## src/rtl/leds_arbiter.sv

```systemverilog
// Round-robin sequencer for the 8-bit LED register bank: grants masked client
// writes one at a time and interleaves blink writes derived from a shadow copy.
module leds_arbiter #(
    parameter int NREQ      = 3,
    parameter int BLINK_DIV = 50000000,
    parameter int CNT_W     = 26
) (
    input  logic                clk,
    input  logic                reset,
    input  logic [NREQ-1:0]     req,
    input  logic [8*NREQ-1:0]   req_mask,
    input  logic [8*NREQ-1:0]   req_data,
    output logic [NREQ-1:0]     gnt,
    input  logic [7:0]          blink_en,
    output logic [7:0]          leds_sel,
    output logic [7:0]          led_input,
    output logic                ram_led,
    output logic                busy,
    output logic [1:0]          dbg_state
);

    // Handshake: a client holds req (level) until it sees its one-cycle gnt
    // pulse; the bank write happens in that same cycle, so req must drop on
    // the following cycle or it is taken as a fresh request.

    localparam int PTR_W = (NREQ > 1) ? $clog2(NREQ) : 1;
    localparam logic [CNT_W-1:0] CNT_LAST = CNT_W'(BLINK_DIV - 1);

    typedef enum logic [1:0] {
        ST_IDLE  = 2'd0,
        ST_WRITE = 2'd1,
        ST_BLINK = 2'd2
    } state_t;

    state_t            state_q, state_d;
    logic [NREQ-1:0]   gnt_q, gnt_d;
    logic [7:0]        sel_q, sel_d;
    logic [7:0]        din_q, din_d;
    logic              ram_q, ram_d;
    logic              busy_q, busy_d;
    logic [7:0]        shadow_q, shadow_d;
    logic [CNT_W-1:0]  cnt_q, cnt_d;
    logic              phase_q, phase_d;
    logic              pend_q, pend_d;
    logic [PTR_W-1:0]  rr_q, rr_d;
    logic [7:0]        restore_q, restore_d;
    logic [7:0]        blink_en_q;

    logic              wrap;
    logic [7:0]        left_now;
    logic [PTR_W-1:0]  win;
    logic              win_vld;
    logic [7:0]        mask_w;
    logic [7:0]        data_w;
    logic [PTR_W-1:0]  rr_next;

    // Winner is the first requesting client at or after rr, wrapping modulo NREQ.
    always_comb begin
        win     = rr_q;
        win_vld = 1'b0;
        for (int k = 0; k < NREQ; k++) begin
            int idx;
            idx = int'(rr_q) + k;
            if (idx >= NREQ) idx = idx - NREQ;
            if (!win_vld && req[idx]) begin
                win_vld = 1'b1;
                win     = PTR_W'(idx);
            end
        end
    end

    assign mask_w  = req_mask[8*int'(win) +: 8];
    assign data_w  = req_data[8*int'(win) +: 8];
    assign rr_next = (int'(win) == NREQ - 1) ? '0 : win + 1'b1;

    assign wrap     = (cnt_q == CNT_LAST);
    assign cnt_d    = wrap ? '0 : cnt_q + 1'b1;
    assign phase_d  = wrap ? ~phase_q : phase_q;
    // Bits dropped from blink_en while the LEDs are dark must be rewritten later.
    assign left_now = blink_en_q & ~blink_en & {8{phase_q}};

    always_comb begin
        state_d   = ST_IDLE;
        gnt_d     = '0;
        sel_d     = '0;
        din_d     = '0;
        shadow_d  = shadow_q;
        rr_d      = rr_q;
        restore_d = restore_q | left_now;
        pend_d    = pend_q;

        case (state_q)
            ST_IDLE: begin
                if (pend_q) begin
                    state_d   = ST_BLINK;
                    sel_d     = blink_en | restore_q | left_now;
                    din_d     = phase_q ? (shadow_q & (restore_q | left_now)) : shadow_q;
                    restore_d = '0;
                    pend_d    = 1'b0;
                end else if (win_vld) begin
                    state_d   = ST_WRITE;
                    gnt_d     = NREQ'(1) << win;
                    sel_d     = mask_w;
                    din_d     = data_w;
                    shadow_d  = (shadow_q & ~mask_w) | (data_w & mask_w);
                    rr_d      = rr_next;
                end
            end
            default: state_d = ST_IDLE;
        endcase

        // A wrap on the same edge that consumes a pending blink re-arms it.
        if (wrap && ((blink_en != 8'h00) || phase_q)) pend_d = 1'b1;

        ram_d  = din_d[0];
        busy_d = (state_d != ST_IDLE);
    end

    always_ff @(posedge clk) begin
        if (!reset) begin
            state_q    <= ST_IDLE;
            gnt_q      <= '0;
            sel_q      <= '0;
            din_q      <= '0;
            ram_q      <= 1'b0;
            busy_q     <= 1'b0;
            shadow_q   <= '0;
            cnt_q      <= '0;
            phase_q    <= 1'b0;
            pend_q     <= 1'b0;
            rr_q       <= '0;
            restore_q  <= '0;
            blink_en_q <= '0;
        end else begin
            state_q    <= state_d;
            gnt_q      <= gnt_d;
            sel_q      <= sel_d;
            din_q      <= din_d;
            ram_q      <= ram_d;
            busy_q     <= busy_d;
            shadow_q   <= shadow_d;
            cnt_q      <= cnt_d;
            phase_q    <= phase_d;
            pend_q     <= pend_d;
            rr_q       <= rr_d;
            restore_q  <= restore_d;
            blink_en_q <= blink_en;
        end
    end

    assign gnt       = gnt_q;
    assign leds_sel  = sel_q;
    assign led_input = din_q;
    assign ram_led   = ram_q;
    assign busy      = busy_q;
    assign dbg_state = state_q;

endmodule

```

## config.mk

```make
export PLATFORM = sky130hd
export DESIGN_NAME = leds_arbiter
export DESIGN_NICKNAME = d
export VERILOG_FILES = /design/src/rtl/leds_arbiter.sv
export SDC_FILE = /design/constraint.sdc
export NUM_CORES = 1
export LEC_CHECK = 0
export BUFFER_PORTS_ARGS = -buffer_cell sky130_fd_sc_hd__buf_2
export CORE_ASPECT_RATIO = 0.5
export CORE_MARGIN = 3
export CORE_UTILIZATION = 46
export DETAILED_ROUTE_END_ITERATION = 6
export GPL_ROUTABILITY_DRIVEN = 0
export PLACE_DENSITY_LB_ADDON = 0.1
export SLEW_MARGIN = 20
export SYNTH_ARGS = -nofsm -noshare
export SYNTH_HDL_FRONTEND = slang
export SYNTH_SLANG_ARGS = --single-unit
```

## constraint.sdc

```tcl
create_clock -name clk -period 6.85 [get_ports clk]
set_clock_uncertainty 0.2 [all_clocks]
set_input_delay 1.37 -clock clk [delete_from_list [all_inputs] [get_ports clk]]
set_output_delay 1.37 -clock clk [all_outputs]
set_load 0.1 [all_outputs]
```

**After elaboration in Yosys (flattened, before gate mapping)**

Cells that the tools add are included.
Widths: inputs -> output; s select.

- Input bits: 61
- Output and inout port bits: 23
- Bits in registers: 76
- Word-level logic and storage cells: 92

- Bitwise operators: 16
- Reduce and logical (&&, ||, !) cells: 14
- Mux-type cells: 31
- Equality and inequality tests: 2
- Order comparisons: 6
- Add/sub/neg operators: 7
- Shift-type cells: 3

Operators with widths:

| cell | count |
|---|---|
| $lt 32x4->1 const B | 3 |
| $mux 32 | 3 |
| $mux 8 | 7 |
| $shiftx 24x6->8 | 2 |
| $and 8x8->8 | 5 |
| $or 8x8->8 | 4 |
| $add 26x1->26 const B | 1 |
| $eq 26x26->1 const B | 1 |
| $not 8->8 | 2 |
| $mux 1 | 12 |
| $mux 2 | 6 |
| $reduce_bool 8->1 | 1 |
| $sub 3x2->4 const B | 2 |
| $bmux 1 s2 | 3 |
| $ge 3x2->1 const B | 2 |
| $not 1->1 | 5 |
| $reduce_bool 2->1 | 2 |
| $reduce_or 4->1 | 1 |
| $add 2x1->3 const B | 1 |
| $add 2x2->3 const B | 1 |
| $logic_and 1x1->1 | 3 |
| $reduce_and 3->1 | 1 |
| $shl 1x2->3 const A | 1 |
| $sub 2x2->3 const B | 1 |
| other kinds (8) | 9 |

**Longest topological paths before layout**

Gate-level depths: netlist of the first run.

- Depth after elaboration: 16
- Gate-level depth with buffers: 12
- Mapped depth without buffers: 9

**Worst setup path after synthesis of the first run**

Ideal clock, no wire load.

- Path kind: input port to flip-flop
- Start point: input req[1]
- End point: register (tool-made name)
- Data arrival time: 3.073 ns
- Data required time: 6.515 ns
- Library setup time: 0.135 ns
- Setup slack: 3.441 ns
- Stages on the path: 8
- Path buffers: 1
- Path through: mux2i_1 o21a_4 a2111oi_4 a2bb2oi_2 buf_2 mux2_1 a22oi_1 a211oi_2

RTL lines:

| element | RTL line | text |
|---|---|---|
| start: declaration | 10 | `input logic [NREQ-1:0] req,` |

==> metrics.cfg, run 1 <==
[clock_tree]
postCtsSetupRepairBufs=0
post_cts_resized=0
cts-root-buf=clkbuf_16
cts_buffers=9
clock_path_buffers=2
insertion_delay_ps=330
hold_buffers=0
clk_pin_slew_worst_paths_ps=60
cts_sinks=76
h-tree-depth=3
tritoncts=yes

[yosys]
synthTopCellsByArea=dfxtp_1 (41%), and3_1 (7.2%), nor2_1 (5.8%)
syn_avg_cell_area_um2=8.670
synth_cell_types=52
synthCells=423
syn_nets=489
synth_seq_cells=76
yosysWarnings=0
synth_edf_count=0
synth_area_um2=3667
yosysSeqAreaShare_pct=41.49
synth_top_area_cell=dfxtp_1
yosysMostFrequentCell=dfxtp_1
synth_ff_type=dfxtp_1
synthArstFlopShare_pct=0
yosys.area.top_type_share_pct=41.49
yosys-top-cells-count=dfxtp_1 (76), nor2_1 (57), and3_1 (42)

[critical_path]
end_kind=flip-flop
crit_required_ps=6850
crit_fanout=24
critical_path_class=input port to flip-flop
start_kind=input port
arrival_ps=3660

[grt]
globalRouteOverflowTotal=0
grt_pass1_vias=3124
grt_max_degree=40
grt.total_usage_pct=19.68
grt_antenna_before_repair=0
grt_pass1_wl_um=14800

[floorplanning]
core_um2=7542
die_w_um=132.3
ios=84
initial_core_util_pct=48.62
die-area_um2=9144
die_h_um=69.14
rows=22

[sta]
period_needed_ps=3669
clock.fmax_ghz=0.2725
rsz0062_at_grt=no
hold_viol=0
finalHoldWorstSlack_ps=255.5
fin_tns_setup_ps=0
slew_violations=0
min_period_over_period_pct=53.56
worst_pin_slew_ps=919.8
relSlewSlack_pct=38.68
setup_viol=0

[placed_design]
dp_hpwl_um=6434
io_buffers=83
dp_cells=593

[layout]
fin_cells=609
final_nets=562
antenna_cells=0
syn_to_final_growth_pct=21.12
fin_util_pct=58.89
nFillCells=717
drive_above_1_share_pct=23.95

[min_path]
hold_path.class=flip-flop to flip-flop

[routing]
drt_iter0_drc=165
firstDrtPassIters=5
ant_nets=0
via_count=3244
wl_um=8778
drc_errors=0
via_per_inst=5.327
wire_per_inst_um=14.41

[power_and_ir_drop]
p_per_area_nw_per_um2=485.7
vdd_drop_max_uv=357.7
cellLeakagePower_nw=1.991

[flow_run]
maxCapViolCount=0

[status]
status=finished clean

==> sequential cells by signal, indices dropped and copies added (netlist names), named ones only <==
| signal | count |
|---|---|
| rr_q | 2 |
| cnt_q | 26 |
| pend_q | 1 |
| restore_q | 8 |
| gnt | 3 |
| busy | 1 |
| shadow_q | 1 |
| dbg_state | 2 |
| phase_q | 1 |
| blink_en_q | 8 |
| led_input | 8 |
| leds_sel | 8 |
==> worst max-delay path: stages <==
cell and delay (ps):
buf_2 120, mux2_4 170, a21oi_2 70, a2111oi_4 440
a2bb2oi_2 700, mux2_1 380, a22oi_1 290, a211oi_2 110
==> per-layer routing <==
layer | track usage, % | vias to the layer above | share of wire [%]
met5 | 0 | - | 0
met4 | 5.069 | 0 | 1.0
met3 | 4.956 | 9 | 5.7
met2 | 29.51 | 93 | 44
met1 | 28.31 | 1499 | 49
li1 | - | 1643 | -
==> metrics by stage <==
stage          power (mW)  setup WS [ps]  area, µm²
6_report            2.157           3181       4442
2_1_floorplan       1.490           3441       3667
3_3_place_gp        1.674           2920       4129
5_1_grt             2.269           3060       4442
3_5_place_dp        1.677           2888       4129
4_1_cts             2.158           3233       4442
==> layout make-up <==
| type | instances | area (µm²) | share of cell area [%] |
|---|---|---|---|
| Inverter | 16 | 60.06 | 1.352 |
| Timing Repair Buffer | 84 | 422.9 | 9.521 |
| Sequential cell | 76 | 1521 | 34.25 |
| Clock buffer | 11 | 252.7 | 5.690 |
| Clock inverter | 5 | 60.06 | 1.352 |
| Tap cell | 108 | 135.1 | 3.042 |
| Multi-Input combinational cell | 309 | 1989 | 44.79 |
==> cell usage in the layout, fill, tap and decap left out, types with 6 or more instances in the layout <==
cell,count
buf_2,83
dfxtp_1,76
nor2_1,56
and3_1,42
nand2_1,41
nand3_1,24
o31ai_1,24
inv_1,15
xor2_1,15
mux2i_1,10
xnor2_1,10
a21oi_1,9
a31oi_1,9
clkbuf_16,9
o311a_1,8
a21bo_2,7
nor3b_1,6
==> final timing paths <==
| path | to | slack, ps | from | depth (start not counted) |
|---|---|---|---|---|
| worst max-delay path | flip-flop | 3180 | req[2] | 8 |
| worst min-delay path | cnt_q[0] | 260 | cnt_q[0] | 1 |
| worst max register to register | flip-flop | 3390 | rr_q[0] | 9 |
| worst min register to register | cnt_q[0] | 260 | cnt_q[0] | 1 |
==> kinds of logic (layout without fill, tap and decap cells) <==
kind of cell             Yosys count  after routing  share of synthesized area, %
AND/OR/NAND/NOR                  195            195                         26.78
flip-flops                        76             76                         41.49
AO/OA/AOI/OAI                     72             72                         16.27
XOR/XNOR                          25             25                         5.971
multiplexers                      12             12                         3.446
adder cells (fa/ha/maj)            5              5                         1.706
buffers and inverters             38            116                         4.333
==> power breakdown <==
part | leakage, nW | internal, mW | switching [mW] | total, mW
Clock | 0.140 | 0.302 | 0.179 | 0.481
Combinational | 1.23 | 0.330 | 0.799 | 1.13
Sequential | 0.620 | 0.518 | 0.0299 | 0.548
Total | 1.99 | 1.15 | 1.01 | 2.16
Power figures use the tool's default switching activity.
==> run 2, diff against run 1 <==
clock period = 3.5 ns   (was 6.85 ns; I/O delays follow)
==> run 2 against run 1 <==
Clock-buffer cell count shrank 2. Sequential share of layout area decreased by 0.31 points. Wire length is 6.4% higher. Cell area increased by 0.90%. Total power rose by 100%. Register-to-register slack got worse by 3000 ps. Setup slack lost 2800 ps. Critical path type is now flip-flop to flip-flop. Sequential cell count unchanged. Largest power group unchanged. Via count decreased by 0.43%. First-iteration DRC count grew 33%.
==> metrics.cfg, run 2 (synthesis results as in run 1) <==
[critical_path]
cp_cell_sequence=inv_1 > ha_1 > mux2i_1 > o21a_4 > a2111oi_4 > o2bb2ai_2 > or4b_1 > o311a_1 > a211oi_2
crit_slowest_cell=or4b_1
r2r_start=rr_q[0]
r2r_slack_ps=370
arrival_ps=3180
critPathMaxStageDelay_ps=570
rr_worst_depth=9
start_kind=flip-flop
critical_path_class=flip-flop to flip-flop
end_kind=flip-flop
crit_fanout=18
crit_required_ps=3560

[floorplanning]
die_h_um=69.14
die_w_um=132.3
rows=22
die-area_um2=9144
initial_core_util_pct=48.62
ios=84
core_um2=7542

[clock_tree]
insertion_delay_ps=340
post_cts_resized=0
tritoncts=yes
clk_pin_slew_worst_paths_ps=60
clock_path_buffers=2
cts_buffers=9
cts-root-buf=clkbuf_16
hold_buffers=0
cts_sinks=76
postCtsSetupRepairBufs=0
h-tree-depth=3

[routing]
ant_nets=0
wl_um=9339
via_per_inst=5.269
drc_errors=0
wire_per_inst_um=15.23
drt_iter0_drc=220
via_count=3230
firstDrtPassIters=5

[sta]
setup_viol=0
fin_tns_setup_ps=0
rsz0062_at_grt=no
relSlewSlack_pct=51.10
worst_pin_slew_ps=729.3
hold_viol=0
min_period_over_period_pct=89.36
clock.fmax_ghz=0.3197
slew_violations=0
period_needed_ps=3128

[grt]
grt.met2_usage_pct=32.58
grt_max_degree=40
grt_util_met3_pct=6.414
grt_antenna_before_repair=0
grt_use_met1_pct=28.46
grt_pass1_vias=3210
grt_pass1_wl_um=15370
grt.total_usage_pct=21.02
busiest_layer=met2
globalRouteOverflowTotal=0

[layout]
drive_above_1_share_pct=24.55
syn_to_final_growth_pct=22.21
largest_reg_flops=26
layout_common_cells=buf_2 (83), dfxtp_1 (76), nor2_1 (56)
seqCellArea_um2=1521
regMostFlops=cnt_q
antenna_cells=0
final_nets=567
nFillCells=729
layout_commonest_cell=buf_2
multi_input_area_um2=1989

[flow_run]
maxCapViolCount=0

[power_and_ir_drop]
p_per_area_nw_per_um2=969.4
finalPower_mw=4.344
vdd_drop_max_uv=818.9
cellLeakagePower_nw=2.026

[min_path]
hold_path_depth=2
hold_path.class=flip-flop to flip-flop

[status]
status=finished clean

[placed_design]
dp_hpwl_um=6694
io_buffers=83

run 2: changes by cell type in the layout (fill, tap and decap cells not counted):
cell and change:
buf_4 +5, clkinvlp_4 -3, clkbuf_8 -2, clkinv_4 +2, bufinv_16 +1, clkinv_2 +1
run 2: where the power goes:
part	switching (mW)	leakage, nW	internal (mW)
registers	0.0564	0.620	1.01
clock network	0.367	0.151	0.621
logic	1.60	1.26	0.691
run 2: cell type report:
cell class | instances | share of cell area (%)
multi-input combinational | 309 | 44.39
inverter | 16 | 1.340
timing repair buffer | 89 | 10.27
tap | 108 | 3.015
sequential | 76 | 33.95
clock buffer | 9 | 5.025
clock inverter | 6 | 2.010
run 2: worst max-delay path: cells and delay by family, from the launching register on:
| family | cells | cell delay (ps) |
|---|---|---|
| compound gates | 5 | 1280 |
| simple gates | 1 | 570 |
| flops | 1 | 380 |
| fa+ha+maj | 1 | 340 |
| mux | 1 | 180 |
| buf+inv | 1 | 100 |
run 2: worst max path at each step:
stage / slack [ps] / startpoint / endpoint / cells after the start
floorplan: 620 / rr_q[0] / flip-flop / 11
global placement: 420 / req[2] / flip-flop / 9
detailed placement: 400 / req[2] / flip-flop / 9
CTS: 390 / rr_q[0] / flip-flop / 10
global route: 200 / rr_q[0] / flip-flop / 10
finish: 370 / rr_q[0] / flip-flop / 9
run 2: metrics by stage:
| step | hold slack (ps) | std cells | instance area [µm²] | utilization (%) | worst slack, ps |
|---|---|---|---|---|---|
| floorplan | 226.1 | 423 | 3667 | - | 623.7 |
| global route | 278.5 | 613 | 4482 | 59.42 | 195.7 |
| finish | 262.4 | 613 | 4482 | 59.42 | 372.3 |
| global placement | 241.6 | 598 | 4167 | 55.24 | 424.8 |
| CTS | 260.9 | 613 | 4482 | 59.42 | 393.4 |
| detailed placement | 249.6 | 598 | 4167 | 55.24 | 398.4 |
run 2: per-layer routing:
layer,wire [µm],vias up
met3,614,4
met2,4275,92
met5,0,-
met1,4394,1490
met4,55,0
li1,-,1644
